--- src/rtl/imem_loader_pkg.sv ---
// ============================================================================
// Module      : imem_pkg
// Description : Shared types and constants for the instruction-memory loader.
// Revision    : 1.0 - initial release
// ============================================================================
`default_nettype none

package imem_pkg;

    localparam int IMEM_ADDR_WIDTH = 12;

    typedef enum logic [2:0] {
        LEN_LO = 3'd0,
        LEN_HI = 3'd1,
        DATA   = 3'd2,
        CSUM   = 3'd3,
        DONE   = 3'd4,
        ERR    = 3'd5
    } state_e;

endpackage

`default_nettype wire

--- src/rtl/imem_loader_if.sv ---
// ============================================================================
// Module      : imem_loader_if
// Description : Byte-stream input, memory write port and core control bundle.
// Revision    : 1.0 - initial release
// ============================================================================
`default_nettype none

interface imem_loader_if
    import imem_pkg::*;
#(
    parameter int ADDR_WIDTH = IMEM_ADDR_WIDTH
) ();

    logic [7:0]            in_data;
    logic                  in_valid;
    logic                  in_ready;
    logic                  start;
    logic                  mem_we;
    logic [ADDR_WIDTH-1:0] mem_addr;
    logic [31:0]           mem_wdata;
    logic                  cpu_rst;
    logic                  done;
    logic                  error;
    logic [ADDR_WIDTH-2:0] word_count;

    // Host / byte source side
    modport master (
        output in_data, in_valid, start,
        input  in_ready, mem_we, mem_addr, mem_wdata, cpu_rst, done, error, word_count
    );

    // Loader side
    modport slave (
        input  in_data, in_valid, start,
        output in_ready, mem_we, mem_addr, mem_wdata, cpu_rst, done, error, word_count
    );

endinterface

`default_nettype wire

--- src/rtl/imem_loader_word_assembler.sv ---
// ============================================================================
// Module      : word_assembler
// Description : Packs little-endian bytes into 32-bit words, keeps running XOR.
// Revision    : 1.0 - initial release
// ============================================================================
`default_nettype none

module word_assembler (
    input  wire logic        clk,
    input  wire logic        rst_n,
    input  wire logic [7:0]  byte_in,
    input  wire logic        accept,
    input  wire logic        clear,
    output logic [31:0]      word,
    output logic             word_valid,
    output logic [7:0]       csum,
    output logic             last_byte
);

    logic [1:0]  idx_q,   idx_d;
    logic [23:0] shift_q, shift_d;
    logic [31:0] word_q,  word_d;
    logic        valid_q, valid_d;
    logic [7:0]  xor_q,   xor_d;

    always_comb begin
        idx_d   = idx_q;
        shift_d = shift_q;
        word_d  = word_q;
        valid_d = 1'b0;
        xor_d   = xor_q;
        if (clear) begin
            idx_d = 2'd0;
            xor_d = 8'd0;
        end else if (accept) begin
            xor_d = xor_q ^ byte_in;
            idx_d = idx_q + 2'd1;
            // The fourth byte goes straight into the output word, no extra cycle
            if (idx_q == 2'd3) begin
                word_d  = {byte_in, shift_q};
                valid_d = 1'b1;
            end else begin
                shift_d[8*idx_q +: 8] = byte_in;
            end
        end
    end

    always_ff @(posedge clk or negedge rst_n) begin
        if (!rst_n) begin
            idx_q   <= 2'd0;
            shift_q <= 24'd0;
            word_q  <= 32'd0;
            valid_q <= 1'b0;
            xor_q   <= 8'd0;
        end else begin
            idx_q   <= idx_d;
            shift_q <= shift_d;
            word_q  <= word_d;
            valid_q <= valid_d;
            xor_q   <= xor_d;
        end
    end

    assign word       = word_q;
    assign word_valid = valid_q;
    assign csum       = xor_q;
    assign last_byte  = (idx_q == 2'd3);

endmodule

`default_nettype wire

--- src/rtl/imem_loader.sv ---
// ============================================================================
// Module      : imem_loader
// Description : Framed byte-stream boot loader for the instruction memory.
// Revision    : 1.0 - initial release
// ============================================================================
`default_nettype none

module imem_loader
    import imem_pkg::*;
#(
    parameter int ADDR_WIDTH = IMEM_ADDR_WIDTH,
    parameter int MAX_WORDS  = (2 ** ADDR_WIDTH) / 4
) (
    input  wire logic     clk,
    input  wire logic     rst_n,
    imem_loader_if.slave  bus
);

    localparam int CW = ADDR_WIDTH - 1;

    state_e                state_q,      state_d;
    logic [7:0]            len_lo_q,     len_lo_d;
    logic [CW-1:0]         n_q,          n_d;
    logic [CW-1:0]         word_count_q, word_count_d;
    logic [ADDR_WIDTH-1:0] mem_addr_q,   mem_addr_d;
    logic                  cpu_rst_q,    cpu_rst_d;
    logic                  done_q,       done_d;
    logic                  error_q,      error_d;

    logic        in_ready;
    logic        accept;
    logic        asm_accept;
    logic        asm_clear;
    logic [15:0] len_full;
    logic [31:0] asm_word;
    logic        asm_valid;
    logic [7:0]  asm_csum;
    logic        asm_last;

    assign in_ready = (state_q == LEN_LO) || (state_q == LEN_HI) ||
                      (state_q == DATA)   || (state_q == CSUM);
    assign accept   = bus.in_valid && in_ready;
    assign len_full = {bus.in_data, len_lo_q};

    always_comb begin
        state_d      = state_q;
        len_lo_d     = len_lo_q;
        n_d          = n_q;
        word_count_d = word_count_q;
        mem_addr_d   = mem_addr_q;
        cpu_rst_d    = cpu_rst_q;
        done_d       = done_q;
        error_d      = error_q;
        asm_accept   = 1'b0;
        asm_clear    = 1'b0;

        case (state_q)
            LEN_LO: begin
                if (accept) begin
                    len_lo_d = bus.in_data;
                    state_d  = LEN_HI;
                end
            end
            LEN_HI: begin
                if (accept) begin
                    n_d = len_full[CW-1:0];
                    if ({16'd0, len_full} > 32'(MAX_WORDS)) begin
                        state_d = ERR;
                        error_d = 1'b1;
                    end else if (len_full == 16'd0) begin
                        state_d = CSUM;
                    end else begin
                        state_d = DATA;
                    end
                end
            end
            DATA: begin
                if (accept) begin
                    asm_accept = 1'b1;
                    // Address and count are registered alongside the write strobe
                    if (asm_last) begin
                        word_count_d = word_count_q + CW'(1);
                        mem_addr_d   = {word_count_q[ADDR_WIDTH-3:0], 2'b00};
                        if (word_count_q + CW'(1) == n_q) begin
                            state_d = CSUM;
                        end
                    end
                end
            end
            CSUM: begin
                if (accept) begin
                    if (bus.in_data == asm_csum) begin
                        state_d   = DONE;
                        done_d    = 1'b1;
                        cpu_rst_d = 1'b0;
                    end else begin
                        state_d = ERR;
                        error_d = 1'b1;
                    end
                end
            end
            DONE, ERR: begin
                if (bus.start) begin
                    state_d      = LEN_LO;
                    cpu_rst_d    = 1'b1;
                    done_d       = 1'b0;
                    error_d      = 1'b0;
                    word_count_d = '0;
                    mem_addr_d   = '0;
                    asm_clear    = 1'b1;
                end
            end
            default: begin
                state_d = LEN_LO;
            end
        endcase
    end

    always_ff @(posedge clk or negedge rst_n) begin
        if (!rst_n) begin
            state_q      <= LEN_LO;
            len_lo_q     <= 8'd0;
            n_q          <= '0;
            word_count_q <= '0;
            mem_addr_q   <= '0;
            cpu_rst_q    <= 1'b1;
            done_q       <= 1'b0;
            error_q      <= 1'b0;
        end else begin
            state_q      <= state_d;
            len_lo_q     <= len_lo_d;
            n_q          <= n_d;
            word_count_q <= word_count_d;
            mem_addr_q   <= mem_addr_d;
            cpu_rst_q    <= cpu_rst_d;
            done_q       <= done_d;
            error_q      <= error_d;
        end
    end

    word_assembler u_word_assembler (
        .clk        (clk),
        .rst_n      (rst_n),
        .byte_in    (bus.in_data),
        .accept     (asm_accept),
        .clear      (asm_clear),
        .word       (asm_word),
        .word_valid (asm_valid),
        .csum       (asm_csum),
        .last_byte  (asm_last)
    );

    assign bus.in_ready   = in_ready;
    assign bus.mem_we     = asm_valid;
    assign bus.mem_wdata  = asm_word;
    assign bus.mem_addr   = mem_addr_q;
    assign bus.cpu_rst    = cpu_rst_q;
    assign bus.done       = done_q;
    assign bus.error      = error_q;
    assign bus.word_count = word_count_q;

endmodule

`default_nettype wire

--- src/flat_wrapper.sv ---
// flat-port wrapper written by rule: the top's interface ports become plain ports
module imem_loader_flat import imem_pkg::*;
#(
    parameter int ADDR_WIDTH = IMEM_ADDR_WIDTH,
    parameter int MAX_WORDS  = (2 ** ADDR_WIDTH) / 4
)
  (clk, rst_n, bus_in_data, bus_in_valid, bus_start, bus_in_ready, bus_mem_we, bus_mem_addr, bus_mem_wdata, bus_cpu_rst, bus_done, bus_error, bus_word_count);
  imem_loader_if #(.ADDR_WIDTH(ADDR_WIDTH)) bus_i ();
  input  wire logic clk;
  input  wire logic rst_n;
  input wire logic [$bits(bus_i.in_data)-1:0] bus_in_data;
  input wire logic [$bits(bus_i.in_valid)-1:0] bus_in_valid;
  input wire logic [$bits(bus_i.start)-1:0] bus_start;
  output wire logic [$bits(bus_i.in_ready)-1:0] bus_in_ready;
  output wire logic [$bits(bus_i.mem_we)-1:0] bus_mem_we;
  output wire logic [$bits(bus_i.mem_addr)-1:0] bus_mem_addr;
  output wire logic [$bits(bus_i.mem_wdata)-1:0] bus_mem_wdata;
  output wire logic [$bits(bus_i.cpu_rst)-1:0] bus_cpu_rst;
  output wire logic [$bits(bus_i.done)-1:0] bus_done;
  output wire logic [$bits(bus_i.error)-1:0] bus_error;
  output wire logic [$bits(bus_i.word_count)-1:0] bus_word_count;
  assign bus_i.in_data = bus_in_data;
  assign bus_i.in_valid = bus_in_valid;
  assign bus_i.start = bus_start;
  assign bus_in_ready = bus_i.in_ready;
  assign bus_mem_we = bus_i.mem_we;
  assign bus_mem_addr = bus_i.mem_addr;
  assign bus_mem_wdata = bus_i.mem_wdata;
  assign bus_cpu_rst = bus_i.cpu_rst;
  assign bus_done = bus_i.done;
  assign bus_error = bus_i.error;
  assign bus_word_count = bus_i.word_count;
  imem_loader #(.ADDR_WIDTH(ADDR_WIDTH), .MAX_WORDS(MAX_WORDS)) u_core (.clk(clk), .rst_n(rst_n), .bus(bus_i));
endmodule
--- config.mk ---
export PLATFORM = sky130hd
export DESIGN_NAME = imem_loader_flat
export DESIGN_NICKNAME = d
export VERILOG_FILES = /design/src/rtl/imem_loader_pkg.sv /design/src/rtl/imem_loader_if.sv /design/src/rtl/imem_loader_word_assembler.sv /design/src/rtl/imem_loader.sv /design/src/flat_wrapper.sv
export SDC_FILE = /design/constraint.sdc
export NUM_CORES = 1
export LEC_CHECK = 0
export CAP_MARGIN = 25
export CORE_MARGIN = 8
export CORE_UTILIZATION = 55
export CTS_CLUSTER_DIAMETER = 60
export DETAILED_ROUTE_END_ITERATION = 8
export PLACE_DENSITY = 0.88
export SYNTH_ARGS = -nofsm -noshare
export SYNTH_HDL_FRONTEND = slang
export SYNTH_SLANG_ARGS = --single-unit
--- constraint.sdc ---
create_clock -name clk -period 2.13 [get_ports clk]
set_input_delay 0.213 -clock clk [delete_from_list [all_inputs] [get_ports clk]]
set_output_delay 0.213 -clock clk [all_outputs]
set_load 0.03 [all_outputs]
==> metrics.md, run 1 <==
| Metric | Value |
|---|---|
| Non-Filler Instances | 794 |
| Largest net degree at the start of global routing | 55 |
| DR pass1 iterations | 5 |
| Synth Area in Compound Gates | 8.38% |
| Reg-to-reg startpoint | u_core.bus.word_count[1]$_DFFE_PN0P_ |
| Grt ovf | 0 |
| Post-synthesis cell type count | 51 |
| Port Buffer Count | 69 |
| Met1 WL | 5.47 mm |
| FMAX | 489 MHz |
| DRT iter0 DRCs | 426 |
| Hold WC Path Type | input pin to asynchronous set/reset pin |
| Largest family of logic cells by synthesized area | simple AND/OR/NAND/NOR gates |
| Post-route ant nets | 0 |
| Pwr Density | 925 mW/mm^2 |
| Final hold viol count | 0 |
| Met2 wire length | 7.33 mm |
| Post-synth EDFFs | 0 |
| Synth async-reset ratio | 100% |
| Synth Flop Type | dfrtp_1 |
| CTS tree | yes |
| Post-synthesis xor/xnor area fraction | 5.01% |
| Placed Area | 0.00612 sq mm |
| Total track usage | 23.0% |
| CTS sink cnt | 113 |
| Post-synthesis register bit count | 113 |
| Post-Synthesis Cells | 569 |
| Buf/Inv on CP | 1 |
| Estimated wirelength of the detail-placed design | 9.20 mm |
| PnR worst setup slack | 0.0839 ns |
| Commonest non-fill, non-tap cell in the layout | nand2_1 |
| Worst-Skew Late Latency | 0.52 ns |
| CP max stage cell | clkdlybuf4s50_1 |
| Layout cells sized above 1 | 13.4% |
| Fin crit share | 96.1% |
| CP max FO | 10 |
| Fin area | 0.00665 sq mm |
| RePlAce Congestion | 0.869 |
| Slowest stage delay, CP | 0.75 ns |
| Area Growth Syn to Fin | 26.8% |
| DR vias/cell | 5.79 |
| Die Span Y | 114 um |
| Via count | 4,600 |
| Initial antenna violation count | 0 |
| VDD IR max | 0.000638 V |
| Fin nets | 670 |
| Pre-CTS setup slack | 0.0140 ns |
| Slew HR | 59.0% |
| Status | finished clean |
| Setup Crit Path Kind | flop to output pin |
| Reg clk slew, reported paths | 0.05 ns |
| Max Root-Sink Buffers | 2 |
| Family with the most delay on the worst path | buffers and inverters |
| Post-Syn Area | 0.00524 sq mm |
| CP endpoint kind | output pin |
| Total core area | 0.00924 sq mm |
| Worst Tran Pin Value | 0.608 ns |
| CP arrival | 1.83 ns |
| Number of diodes | 0 |
| Top Metal Used | met4 |
| Initial core utilization | 56.7% |
| # DRC | 0 |
| DR WL/cell | 18.3 um |
| Synth warn | 0 |
| Number of global-route vias before repair | 4,759 |
| Num CTS Buffers | 17 |
| Multiplexer share of the synthesized area | 3.65% |
| Final setup TNS | 0 ns |
| Row Count | 35 |
| Post-Synth Simple-Gate Area | 23.1% |
| Final WL | 14.5 mm |
| Commonest non-fill, non-tap cells in the layout | nand2_1 (198), dfrtp_1 (111), clkdlybuf4s50_1 (67), o21ai_0 (50), buf_4 (28) |
| IO Pins | 72 |
| Clk root buf | clkbuf_8 |
| P_leak | 3.12 nW |
| Post-Route Skew | 0.00744 ns |
| Adder and majority gate portion of the synthesized area | 1.43% |
| Die Area | 0.0129 sq mm |
| RSZ-0062 raised after global routing | no |
| Fin. max-slew vios | 0 |
| Tmin final | 2.05 ns |
| CTS H-tree depth | 4 |
| Setup violations, final | 0 |
| R2R setup slack | 0.09 ns |
| Register area share after synthesis | 54.0% |
| Floorplan die width | 114 um |
| CP Launch Type | flop |
| Metal3 WL | 1.14 mm |
| FF-to-FF path depth | 7 |
| Crit-path cells | clkdlybuf4s50_1 |
| Placed Instances | 760 |
| RR Endpoint | u_core.state_q[0]$_DFFE_PN0P_ |
| Avg Inst Size Synth | 9.21 sq um |
| Max Cap Viol | 0 |
| Critical Path RT | 1.92 ns |
| First-pass GRT wire length | 23.6 mm |
[how the worst max path moves through the flow]
stage,startpoint,to,slack [ns],cells past startpoint
finish,u_core.bus.word_count[3]$_DFFE_PN0P_,bus_word_count[3],0.08,1
global route,u_core.bus.word_count[1]$_DFFE_PN0P_,u_core.state_q[0]$_DFFE_PN0P_,0.02,7
CTS,u_core.state_q[2]$_DFFE_PN0P_,bus_in_ready,0.01,2
detailed placement,bus_in_data[1],u_core.bus.error$_DFFE_PN0P_,0.01,7
global placement,bus_in_data[1],u_core.bus.error$_DFFE_PN0P_,0.11,7
floorplan,u_core.bus.word_count[1]$_DFFE_PN0P_,u_core.state_q[0]$_DFFE_PN0P_,0.10,9
[cell usage after synthesis, types with 3 or more instances]
library cell,instances,share of area [%]
clkbuf_1,19,1.4
nor2_1,26,1.9
xnor2_1,19,3.2
mux2_2,17,3.7
nand2_1,198,14
ha_1,6,1.4
dfrtp_1,112,53
nand3b_1,3,0.43
a21oi_1,9,0.86
nor4_1,3,0.36
buf_2,9,0.86
o21ai_0,50,4.8
nand3_1,17,1.6
nor3b_1,5,0.72
a21o_1,4,0.57
xor2_1,11,1.8
o22ai_1,3,0.36
nand4_1,8,0.95
inv_1,9,0.64
[metal layers]
metal	vias to the layer above	global-route usage, %
met4	0	13.8
met5	-	0
met1	2232	25.5
met3	71	6.50
li1	2034	-
met2	263	38.9
[layout make-up]
type                            instances  area (sq um)
Clock buffer                           26           468
Multi-Input combinational cell        412          2190
Fill cell                             619          2590
Tap cell                              129           161
Sequential cell                       113          2830
Inverter                               10          37.5
Clock inverter                          6          32.5
Timing Repair Buffer                   98           923
[cell families after synthesis]
logic type	count (synthesis)
compound gates	78
xor+xnor	30
fa+ha+maj	6
buf+inv	45
flops	113
mux	17
other cells	1
simple gates	279
[per-stage QoR]
stage          hold WS [ns]  total power [mW]  utilization [%]
2_1_floorplan       -0.0826              3.31                -
3_3_place_gp          0.231              3.59             66.2
3_5_place_dp          0.244              3.66             66.2
4_1_cts               0.241              6.10             71.7
5_1_grt               0.268              6.34             71.9
6_report              0.220              6.15             71.9
[timing repair]
action	in CTS	in global routing
buffers inserted	0	1
endpoints found under the hold margin	40	0
endpoints found under the setup margin	0	4
hold buffers	1	0
resized for setup	0	4
[state kept, by name, summed over array words and instances (netlist names)]
name                                count
u_core.len_lo_q                         8
u_core.bus.done                         1
u_core.u_word_assembler.idx_q           2
u_core.u_word_assembler.word           32
u_core.u_word_assembler.csum            8
u_core.bus.word_count                  11
u_core.u_word_assembler.word_valid      1
u_core.bus.cpu_rst                      1
u_core.bus.error                        1
u_core.u_word_assembler.shift_q        24
u_core.bus.mem_addr                    10
u_core.state_q                          3
u_core.n_q                             11
[report_power, final]
| group | switching (mW) | internal [mW] |
|---|---|---|
| clock | 0.936 | 1.48 |
| combinational | 0.625 | 0.501 |
| sequential | 0.225 | 2.38 |
(Power assumes the default switching activity.)
==> run 2, diff against run 1 <==
--- a/config.mk
+++ b/config.mk
@@ -10,7 +10,7 @@
 export CORE_UTILIZATION = 55
 export CTS_CLUSTER_DIAMETER = 60
 export DETAILED_ROUTE_END_ITERATION = 8
-export PLACE_DENSITY = 0.88
+export PLACE_DENSITY = 0.8
 export SYNTH_ARGS = -nofsm -noshare
 export SYNTH_HDL_FRONTEND = slang
 export SYNTH_SLANG_ARGS = --single-unit
==> run 2 against run 1 <==
Die area did not move. Combinational power decreased by 4%. Cell count shrank 0.63%. Setup slack improved by 0.010 ns. Routed wire length down 9.2%. Via count decreased by 4.8%. Critical path depth unchanged. Flip-flop and latch count stayed put. Clock-buffer cell count is 3 lower. Sequential power is essentially flat. Critical path type unchanged. Largest power group unchanged. Highest routed layer unchanged.
==> metrics.md, run 2 (synthesized netlist as in run 1, its figures left out) <==
| Metric | Value |
|---|---|
| CTS tree | yes |
| Gate power share | 17.8% |
| Max Cap Viol | 0 |
| Reg-to-reg startpoint | u_core.bus.word_count[1]$_DFFE_PN0P_ |
| Register area | 0.00283 sq mm |
| FF-to-FF path depth | 7 |
| Largest net degree at the start of global routing | 64 |
| Total track usage | 21.4% |
| Family with the most delay on the worst path | buffers and inverters |
| RePlAce Congestion | 0.908 |
| Commonest non-fill, non-tap cell in the layout | nand2_1 |
| CTS sink cnt | 113 |
| Sw frac | 27.7% |
| Layout cells sized above 1 | 13.5% |
| RSZ-0062 raised after global routing | no |
| FMAX | 491 MHz |
| Status | finished clean |
| Final hold viol count | 0 |
| Met2 wire length | 6.52 mm |
| Post-Route Skew | 0.00801 ns |
| Buf/Inv on CP | 1 |
| Via count | 4,381 |
| Number of diodes | 0 |
| Reg clk slew, reported paths | 0.06 ns |
| First-pass GRT wire length | 22.0 mm |
| Fin crit share | 95.6% |
| Estimated wirelength of the detail-placed design | 8.93 mm |
| Max Root-Sink Buffers | 2 |
| Num CTS Buffers | 17 |
| CP Launch Type | flop |
| Critical Path RT | 1.92 ns |
| # fillers | 648 |
| Fin area | 0.00665 sq mm |
| Commonest non-fill, non-tap cells in the layout | nand2_1 (198), dfrtp_1 (111), clkdlybuf4s50_1 (67), o21ai_0 (50) |
| Port Buffer Count | 69 |
| Tmin final | 2.04 ns |
| DR WL/cell | 16.7 um |
| R2R setup slack | 0.15 ns |
| Hold WC Path Type | input pin to asynchronous set/reset pin |
| RR Endpoint | u_core.state_q[0]$_DFFE_PN0P_ |
| Final WL | 13.2 mm |
| Psw | 1.70 mW |
| CP max stage cell | clkdlybuf4s50_1 |
| Top Metal Used | met4 |
| Slew HR | 63.0% |
| Post-CTS Setup Repair Bufs | 0 |
| Area Growth Syn to Fin | 26.9% |
| Worst-Skew Late Latency | 0.52 ns |
| Max reg flops | 32 |
| Slowest stage delay, CP | 0.75 ns |
| Multi-input gate area | 0.00220 sq mm |
| Setup Crit Path Kind | flop to output pin |
| Metal3 WL | 867 um |
| DR vias/cell | 5.55 |
| Clk root buf | clkbuf_8 |
| # DRC | 0 |
| Total core area | 0.00924 sq mm |
| CP arrival | 1.82 ns |
| IO Pins | 72 |
| Placed Area | 0.00611 sq mm |
| Crit-path cells | clkdlybuf4s50_1 |
| VDD IR max | 0.000637 V |
| Clock share of power | 40.2% |
| CP max FO | 10 |
| CTS H-tree depth | 4 |
| Number of global-route vias before repair | 4,439 |
| Initial core utilization | 56.7% |
| Post-route ant nets | 0 |
| Fin. max-slew vios | 0 |
| CP endpoint kind | output pin |
| Die Area | 0.0129 sq mm |
| Setup violations, final | 0 |
| Pwr Density | 920 mW/mm^2 |
| DR pass1 iterations | 5 |
| DRT iter0 DRCs | 263 |
| Reg power frac | 42.1% |
| Worst Tran Pin Value | 0.550 ns |
| Floorplan die width | 114 um |
| Die Span Y | 114 um |
| Hold slack | 0.0920 ns |
| Initial antenna violation count | 0 |
| Fin nets | 668 |
| Finished Core Util | 72.0% |
| Internal power | 4.43 mW |
| Tot Pwr | 6.12 mW |
| Grt ovf | 0 |
| P_leak | 3.12 nW |
| Row Count | 35 |
| Met1 WL | 5.54 mm |
## run 2: cell types whose count changed in the layout (fill, tap and decap cells not counted), sizes merged
cell	before	now
buf	29	27
clkbuf	26	23
## run 2: power by group through the flow
stage | Sequential (mW) | Clock, mW | Combinational [mW]
5_1_grt | 2.60 | 2.59 | 1.19
6_report | 2.58 | 2.46 | 1.09
2_1_floorplan | 2.55 | 0 | 0.755
3_3_place_gp | 2.59 | 0 | 1.01
4_1_cts | 2.57 | 2.47 | 1.08
3_5_place_dp | 2.60 | 0 | 1.06
## run 2: final cells by class
class / instances / share of cell area (%)
well taps: 129 / 2.43
flip-flops and latches: 113 / 42.5
clock inverters: 6 / 0.489
clock buffers: 23 / 7.31
repair buffers: 96 / 13.7
inverters: 10 / 0.564
multi-input cells: 412 / 33.0
## run 2: per-stage QoR
step	setup WS [ns]	cells	setup TNS, ns
2_1_floorplan	0.100	570	0
3_3_place_gp	0.0415	759	0
3_5_place_dp	-0.0183	759	-0.0183
4_1_cts	0.0219	789	0
5_1_grt	0.0491	789	0
6_report	0.0939	789	0
## run 2: worst max-delay path by stage
stage	slack [ns]	cells past startpoint	startpoint	endpoint
2_1_floorplan	0.10	9	u_core.bus.word_count[1]$_DFFE_PN0P_	u_core.state_q[0]$_DFFE_PN0P_
6_report	0.09	1	u_core.bus.word_count[3]$_DFFE_PN0P_	bus_word_count[3]
3_5_place_dp	-0.02	7	u_core.bus.word_count[1]$_DFFE_PN0P_	u_core.state_q[0]$_DFFE_PN0P_
3_3_place_gp	0.04	7	u_core.bus.word_count[1]$_DFFE_PN0P_	u_core.state_q[0]$_DFFE_PN0P_
5_1_grt	0.05	1	u_core.bus.word_count[8]$_DFFE_PN0P_	bus_word_count[8]
4_1_cts	0.02	7	u_core.bus.word_count[1]$_DFFE_PN0P_	u_core.state_q[0]$_DFFE_PN0P_
## run 2: repair_timing
| item | 4_1_cts | 5_1_grt |
|---|---|---|
| resized for setup | 1 | 3 |
| endpoints found under the setup margin | 1 | 2 |
| endpoints found under the hold margin | 112 | 0 |
| hold buffers | 1 | 0 |
## run 2: metal layers
layer  vias up  GRT usage (%)
li1       2030              -
met1      2153           26.4
met2       164           34.2
met3        34           7.24
met4         0           7.64
met5         -              0
## run 2: worst register-to-register path, delay by kind of cell, from the launching register on
| kind | cells | cell delay, ns |
|---|---|---|
| adder cells (fa/ha/maj) | 1 | 0.22 |
| AO/OA/AOI/OAI | 2 | 0.49 |
| AND/OR/NAND/NOR | 3 | 0.59 |
| XOR/XNOR | 1 | 0.14 |
| flip-flops | 1 | 0.47 |
